## config.mk

```make
export PLATFORM = sky130hd
export DESIGN_NAME = aer_tx_scheduler
export DESIGN_NICKNAME = d
export VERILOG_FILES = /design/src/rtl/aer_tx_scheduler.sv
export SDC_FILE = /design/constraint.sdc
export NUM_CORES = 1
export LEC_CHECK = 0
export BUFFER_PORTS_ARGS = -buffer_cell sky130_fd_sc_hd__buf_2
export CAP_MARGIN = 20
export CORE_ASPECT_RATIO = 1.75
export CORE_MARGIN = 2
export CORE_UTILIZATION = 35
export CTS_CLUSTER_SIZE = 10
export DETAILED_ROUTE_END_ITERATION = 16
export HOLD_SLACK_MARGIN = 0.06
export MAX_ROUTING_LAYER = met4
export PLACE_DENSITY_LB_ADDON = 0.12
export SYNTH_ARGS = -nofsm -noshare
export SYNTH_HDL_FRONTEND = slang
export SYNTH_SLANG_ARGS = --single-unit
export TNS_END_PERCENT = 50
```

## constraint.sdc

```tcl
create_clock -name clk -period 2.2 [get_ports clk]
set_input_delay 0.44 -clock clk [delete_from_list [all_inputs] [get_ports clk]]
set_output_delay 0.44 -clock clk [all_outputs]
set_load 0.005 [all_outputs]
```

## src/rtl/aer_tx_scheduler.sv

```systemverilog
`default_nettype none
// ============================================================================
// Module   : aer_tx_scheduler
// Brief    : Round-robin scheduler that feeds per-channel up/down spike events
//            to the AER serial sender and counts receiver acks to find the
//            end of each word. Optional ack watchdog: AER_ACK_TIMEOUT_EN.
// Revision : 1.0 - initial release
// ============================================================================
module aer_tx_scheduler #(
    parameter int NUM_CH         = 2,
    parameter int WORD_BITS      = 8,
    parameter int TIMEOUT_CYCLES = 1024
) (
    input  logic              clk,
    input  logic              reset,
    input  logic [NUM_CH-1:0] ev_up,
    input  logic [NUM_CH-1:0] ev_down,
    input  logic              ack,
    output logic              go,
    output logic [NUM_CH-1:0] ch_sel,
    output logic              up,
    output logic              down,
    output logic              busy,
    output logic              overflow,
    output logic              timeout_err
);

    localparam int c_IDX_W = $clog2(NUM_CH);
    localparam int c_CNT_W = $clog2(WORD_BITS + 1);

    typedef enum logic [2:0] {
        S_IDLE = 3'd0,
        S_LOAD = 3'd1,
        S_GO   = 3'd2,
        S_WAIT = 3'd3,
        S_DONE = 3'd4
    } state_t;

    if (NUM_CH < 2 || NUM_CH > 8 || WORD_BITS < 1 || TIMEOUT_CYCLES < 2) begin : g_param_check
        $error("aer_tx_scheduler: parameter out of range");
    end

    state_t              r_state, w_state_nxt;
    logic [NUM_CH-1:0]   r_ev_up_q, r_ev_dn_q, r_pend_up, r_pend_dn;
    logic [NUM_CH-1:0]   w_up_rise, w_dn_rise, w_clr_up, w_clr_dn, w_req, w_win_sel;
    logic [c_IDX_W-1:0]  r_ptr, r_cur, w_win_idx;
    logic [c_IDX_W:0]    w_scan;
    logic                w_any_pend, w_win_up;
    logic                r_ack_meta, r_ack_s, r_ack_q, w_ack_edge;
    logic [c_CNT_W-1:0]  r_bitcnt;
    logic                w_word_end, w_tmo;
    logic                r_go, r_busy, r_up, r_down, r_overflow;
    logic [NUM_CH-1:0]   r_ch_sel;

    assign w_up_rise  = ev_up & ~r_ev_up_q;
    assign w_dn_rise  = ev_down & ~r_ev_dn_q;
    assign w_req      = r_pend_up | r_pend_dn;
    assign w_any_pend = |w_req;
    assign w_ack_edge = r_ack_s & ~r_ack_q;
    assign w_word_end = (r_state == S_WAIT) && (r_bitcnt == c_CNT_W'(WORD_BITS)) && !r_ack_s;

    // The served slot is released in DONE; a fresh edge in that same cycle re-arms it.
    assign w_clr_up = (r_state == S_DONE && r_up)   ? r_ch_sel : '0;
    assign w_clr_dn = (r_state == S_DONE && r_down) ? r_ch_sel : '0;

    // Scan from highest rotation offset down so the nearest requester to r_ptr wins.
    always_comb begin
        w_win_idx = r_ptr;
        w_scan    = '0;
        for (int k = NUM_CH - 1; k >= 0; k--) begin
            w_scan = {1'b0, r_ptr} + (c_IDX_W + 1)'(k);
            if (w_scan >= (c_IDX_W + 1)'(NUM_CH)) begin
                w_scan = w_scan - (c_IDX_W + 1)'(NUM_CH);
            end
            if (w_req[w_scan[c_IDX_W-1:0]]) begin
                w_win_idx = w_scan[c_IDX_W-1:0];
            end
        end
    end

    assign w_win_up  = r_pend_up[w_win_idx];
    assign w_win_sel = {{(NUM_CH - 1){1'b0}}, 1'b1} << w_win_idx;

`ifdef AER_ACK_TIMEOUT_EN
    localparam int c_TMO_W = $clog2(TIMEOUT_CYCLES);

    logic [c_TMO_W-1:0] r_tmo_cnt;
    logic               r_timeout_err;

    assign w_tmo = (r_state == S_GO || r_state == S_WAIT) && !w_ack_edge &&
                   (r_tmo_cnt == c_TMO_W'(TIMEOUT_CYCLES - 1));

    always_ff @(posedge clk) begin
        if (reset) begin
            r_tmo_cnt     <= '0;
            r_timeout_err <= 1'b0;
        end else begin
            if ((r_state == S_GO || r_state == S_WAIT) && !w_ack_edge) begin
                r_tmo_cnt <= r_tmo_cnt + 1'b1;
            end else begin
                r_tmo_cnt <= '0;
            end
            if (w_tmo && !w_word_end) begin
                r_timeout_err <= 1'b1;
            end
        end
    end

    assign timeout_err = r_timeout_err;
`else
    assign w_tmo       = 1'b0;
    assign timeout_err = 1'b0;
`endif

    always_ff @(posedge clk) begin
        if (reset) begin
            r_state <= S_IDLE;
        end else begin
            r_state <= w_state_nxt;
        end
    end

    always_comb begin
        w_state_nxt = r_state;
        case (r_state)
            S_IDLE:  if (w_any_pend) w_state_nxt = S_LOAD;
            S_LOAD:  w_state_nxt = S_GO;
            S_GO: begin
                if (w_ack_edge) begin
                    w_state_nxt = S_WAIT;
                end else if (w_tmo) begin
                    w_state_nxt = S_DONE;
                end
            end
            S_WAIT:  if (w_word_end || w_tmo) w_state_nxt = S_DONE;
            S_DONE:  w_state_nxt = S_IDLE;
            default: w_state_nxt = S_IDLE;
        endcase
    end

    always_ff @(posedge clk) begin
        if (reset) begin
            r_ev_up_q  <= '0;
            r_ev_dn_q  <= '0;
            r_pend_up  <= '0;
            r_pend_dn  <= '0;
            r_ptr      <= '0;
            r_cur      <= '0;
            r_ack_meta <= 1'b0;
            r_ack_s    <= 1'b0;
            r_ack_q    <= 1'b0;
            r_bitcnt   <= '0;
            r_go       <= 1'b0;
            r_busy     <= 1'b0;
            r_ch_sel   <= '0;
            r_up       <= 1'b0;
            r_down     <= 1'b0;
            r_overflow <= 1'b0;
        end else begin
            r_ev_up_q  <= ev_up;
            r_ev_dn_q  <= ev_down;
            r_ack_meta <= ack;
            r_ack_s    <= r_ack_meta;
            r_ack_q    <= r_ack_s;
            r_pend_up  <= (r_pend_up & ~w_clr_up) | w_up_rise;
            r_pend_dn  <= (r_pend_dn & ~w_clr_dn) | w_dn_rise;
            if (|((r_pend_up & ~w_clr_up & w_up_rise) | (r_pend_dn & ~w_clr_dn & w_dn_rise))) begin
                r_overflow <= 1'b1;
            end
            r_go   <= (w_state_nxt == S_GO);
            r_busy <= (w_state_nxt != S_IDLE);

            if (r_state == S_GO && w_ack_edge) begin
                r_bitcnt <= c_CNT_W'(1);
            end else if (r_state == S_WAIT && w_ack_edge) begin
                r_bitcnt <= r_bitcnt + 1'b1;
            end else if (r_state != S_WAIT) begin
                r_bitcnt <= '0;
            end

            // Winner is latched on entry to LOAD and held untouched until DONE ends.
            if (r_state == S_IDLE && w_any_pend) begin
                r_ch_sel <= w_win_sel;
                r_up     <= w_win_up;
                r_down   <= ~w_win_up;
                r_cur    <= w_win_idx;
            end else if (r_state == S_DONE) begin
                r_ch_sel <= '0;
                r_up     <= 1'b0;
                r_down   <= 1'b0;
                r_ptr    <= (r_cur == c_IDX_W'(NUM_CH - 1)) ? '0 : r_cur + 1'b1;
            end
        end
    end

    assign go       = r_go;
    assign ch_sel   = r_ch_sel;
    assign up       = r_up;
    assign down     = r_down;
    assign busy     = r_busy;
    assign overflow = r_overflow;

endmodule
`default_nettype wire

```

# Word level (Yosys, flattened, before mapping)

Index checks and enable logic that the tools add are counted.

$lt $le $gt $ge: 5
Reduce and logical (&&, ||, !) cells: 17
Bitwise operators: 18
Shifts and indexed selects: 1
Equal/unequal tests: 7
Add/sub/neg operators: 5
Multiplexer cells: 25

Operators with widths:

| cell                  | number |
|---|---|
| $mux W1               | 15 |
| $and A2 B2 Y2         | 6 |
| $pmux W3 S4           | 1 |
| $eq A3 B2 Y1 const B  | 3 |
| $mux W3               | 3 |
| $mux W2               | 4 |
| $mux W4               | 2 |
| $not A2 Y2            | 4 |
| $or A2 B2 Y2          | 4 |
| $logic_and A1 B1 Y1   | 7 |
| $lt A1 B2 Y1 const B  | 3 |
| $reduce_bool A3 Y1    | 2 |
| $reduce_or A2 Y1      | 3 |
| $add A4 B1 Y4 const B | 1 |
| $eq A4 B4 Y1 const B  | 1 |
| $reduce_bool A2 Y1    | 2 |
| $eq A3 B1 Y1 const B  | 1 |
| $eq A3 B3 Y1 const B  | 1 |
| $logic_not A3 Y1      | 1 |
| $ne A3 B2 Y1 const B  | 1 |
| $not A1 Y1            | 3 |
| $add A1 B1 Y2 const B | 1 |
| $ge A1 B2 Y1 const B  | 1 |
| $ge A2 B2 Y1 const B  | 1 |
| 6 further kinds       | 7 |

Register bits after elaboration: 27
Logic and storage cells: 96
Input bits: 7
Output and inout bits: 8

# Logic depth before layout (Yosys ltp)

Depth after elaboration: 11
Mapped depth: 6
Gate-level depth less buffers: 6

# Worst setup path before layout

Ideal clock, no wire load.

Kind: register -> register
Start: register r_state[0]
End: register r_up (netlist: up)
Arrival: 1219 ps
Library setup time: 71 ps
Path buffers: 1
Stages on the path, launching flop included: 6
Required time: 2129 ps
Setup slack: 911 ps
Period minus slack after synthesis: 1289 ps
Cell sequence: dfxtp_1 -> buf_6 -> nor2_8 -> nand2_1 -> or4_1 -> a21oi_1

Word-level cells in the longest chain between the ends: 3
Elaborated cells between the ends (all ways): 5
Classes of those cells: 1 x eq/ne; 1 x mux; 3 x reduce/logical

Ends and longest elaborated chain:

| what                                                 | line | RTL |
|---|---|---|
| start: declaration                                   | 43   | `state_t r_state, w_state_nxt;` |
| start signal: assignment                             | 119  | `r_state <= w_state_nxt;` |
| $logic_not A3 Y1                                     | 182  | `if (r_state == S_IDLE && w_any_pend) begin` |
| $logic_and A1 B1 Y1                                  | 182  |  |
| $mux W1 / $reduce_bool A2 Y1 (equally long branches) | -    |  |
| end signal: assignment                               | 184  | `r_up <= w_win_up;` |
| end: declaration                                     | 52   | `logic r_go, r_busy, r_up, r_down, r_overflow;` |

Parallel ways exist; a longest one is shown, timed or not.
A chain may end at the register's enable or synchronous reset.

# Final worst setup path

Ends and elaborated chain as after synthesis.

==> metrics.md <==
| Metric | Value |
|---|---|
| Setup Crit Path Kind | `flip-flop to flip-flop` |
| Clock Sinks | `27` |
| Setup Viol. Count Final | `0` |
| Max Clock Freq | `0.694 GHz` |
| Seq/Total Area, Yosys | `48.1%` |
| Num CTS Buffers | `3` |
| Mean Syn Cell Area | `8.93 um2` |
| Antenna Nets Post-Route | `0` |
| Hpwl dp | `1.67 mm` |
| I/O Pins | `15` |
| Power Density | `785 mW/mm2` |
| Syn Inst Count | `126` |
| RSZ-0062 raised after global routing | `false` |
| Post-synth EDFFs | `0` |
| Setup Buffers After CTS | `0` |
| Synth top cells by count | `27 x dfxtp_1, 14 x nor2_1, 12 x a21oi_1, 12 x nor2b_1, 11 x nand2_1` |
| Post-DP Area | `0.00121 mm2` |
| Distinct cells, synth | `33` |
| Hold Buf Count CTS | `0` |
| Met3 Use GR | `1.36%` |
| Cell taking the most area after synthesis | `dfxtp_1` |
| Critical path arrival | `1.65 ns` |
| Critical Path Fanout Max | `10` |
| Share of the synthesized area in the top cell type | `48.1%` |
| FF/Latch Area | `541 um2` |
| Avg WL per Cell | `12.1 um` |
| Cell Rows | `27` |
| CP required | `2.41 ns` |
| Fill cells | `338` |
| GR Layer Usage met1 | `14.9%` |
| Fin. max-slew vios | `0` |
| 1st-iter DRT viols | `18` |
| Finished Cell Area | `0.00125 mm2` |
| Starting Density | `36.2%` |
| Share of cells above drive strength 1 | `17.5%` |
| Worst path max stage delay | `0.50 ns` |
| Area grow syn2layout | `11.6%` |
| Final nets | `147` |
| Routing usage on met2 | `24.9%` |
| Later-pin clock latency in the skew report | `0.27 ns` |
| Largest net degree at the start of global routing | `21` |
| Vias per std cell | `4.86` |
| Critical path cell sequence | `nor2_8, nand2_1, or4_1, a21oi_1` |
| Slowest CP cell | `or4_1` |
| Vias in the first global route | `898` |
| Period Utilization, post-route | `65.5%` |
| Post_cts resized | `0` |
| Outcome | `complete, no violations` |
| Worst hold path type | `primary input to flip-flop` |
| Worst Path Buf+Inv | `0` |
| Final WL | `2.18 mm` |
| Maximum vdd drop | `0.336 mV` |
| Endpoints failing hold | `0` |
| Core area | `0.00311 mm2` |
| Top cells by area, synth | `dfxtp_1 48%, nor2b_1 6.7%, a21oi_1 5.3%` |
| Non-filler cells, final | `180` |
| Top Usage Layer GRT | `met2` |
| Gr ovfl total | `0` |
| Power, Total | `985 uW` |
| DP Cell Count | `176` |
| Setup TNS | `0 ns` |
| Port Buffer Count | `13` |
| Final Wtd Congestion | `0.817` |
| Clk buf depth | `2` |
| Ys async rst share | `0%` |
| Syn nets | `135` |
| Top-count cell post-synth | `dfxtp_1` |
| Critical Path End Type | `flip-flop` |
| CTS clk-pin slew, worst paths | `0.10 ns` |
| Tot GR Track Use | `14.2%` |
| Top FF cell, synth | `dfxtp_1` |
| 1st-pass router iterations | `2` |
| Lkg Pwr | `0.000483 uW` |
| Clk root buf | `clkbuf_8` |
| Footprint of the multi-input gates | `528 um2` |
| Initial antenna violation count | `0` |
| Crit start category | `flip-flop` |
| Place WS | `0.766 ns` |
| Mapped Area | `0.00112 mm2` |
| Crit path max-delay family | `simple AND/OR/NAND/NOR gates` |
| CTS tree | `built` |
| First-pass GRT wire length | `3.76 mm` |
| Die area | `0.00370 mm2` |
| Antenna Cells | `0` |
| Die X-Extent | `46.9 um` |
| Vias | `875` |
| YS warnings | `0` |
| Setup WS post-layout | `0.759 ns` |
| Fin crit period | `1.44 ns` |
| Post-synthesis register bit count | `27` |
| Die Ht | `79.0 um` |
| H-tree levels | `1` |
| Setup Skew | `0.00194 ns` |
| DRC | `0` |
| Max-cap violations | `0` |
## flip-flops by register name, summed over array words and instances, names as in the netlist, 2 cells and up
name       count
ch_sel         2
r_pend_up      2
r_state        3
r_ev_up_q      2
r_pend_dn      2
r_ev_dn_q      2
r_bitcnt       4
## report_power, final
part	total, uW	internal [uW]	switching, uW
sequential	566	525	40.9
clock	286	128	158
combinational	133	63.0	69.6
## per-layer routing
metal	wire (um)	vias to the layer above
li1	-	454
met1	897	410
met2	1200	9
met3	51	2
met4	29	0
met5	0	-
## cell type report
cell class	count	area share, %
tap	43	4.29
inverter	5	1.50
clock inverter	1	0.598
clock buffer	3	3.29
sequential	27	43.1
timing repair buffer	13	5.18
multi-input combinational	88	42.1
## per-stage QoR
| stage | hold WS (ns) | util, % |
|---|---|---|
| after detailed placement | 0.449 | 38.8 |
| after global placement | 0.436 | 38.8 |
| after global routing | 0.375 | 40.4 |
| final | 0.372 | 40.4 |
| after CTS | 0.367 | 40.4 |
| after floorplan | 0.414 | - |
## cell families (layout without fill, tap and decap cells)
group                    Yosys count  after routing  synth area share (%)
other                              1              1                 0.333
AO/OA/AOI/OAI                     22             22                  12.8
AND/OR/NAND/NOR                   60             60                  29.3
XOR/XNOR                           3              3                  2.34
adder cells (fa/ha/maj)            2              2                  2.22
flip-flops                        27             27                  48.1
buffers and inverters             11             22                  5.01
## path summary, 6_finish.rpt
| path | start | to | slack, ns | cells after the start |
|---|---|---|---|---|
| worst max-delay path | r_state[0] | up | 0.76 | 4 |
| worst min-delay path | ack | r_ack_meta | 0.37 | 2 |
| worst max register to register | r_state[0] | up | 0.76 | 4 |
| worst min register to register | r_ack_meta | r_ack_s | 0.46 | 1 |
## cell usage in the layout (no fill, tap or decap), drive strengths merged, types with 2 or more instances in the layout
cell and n:
buf 13, nand2 11, ha 2, nand3 4, or4 2, a21boi 2, a41oi 2, nand4 5
or2 2, nor2b 12, xor2 2, clkbuf 3, nor3 4, inv 5, a21oi 12, dfxtp 27
o21ai 2, nor2 15
(Power assumes the default switching activity.)
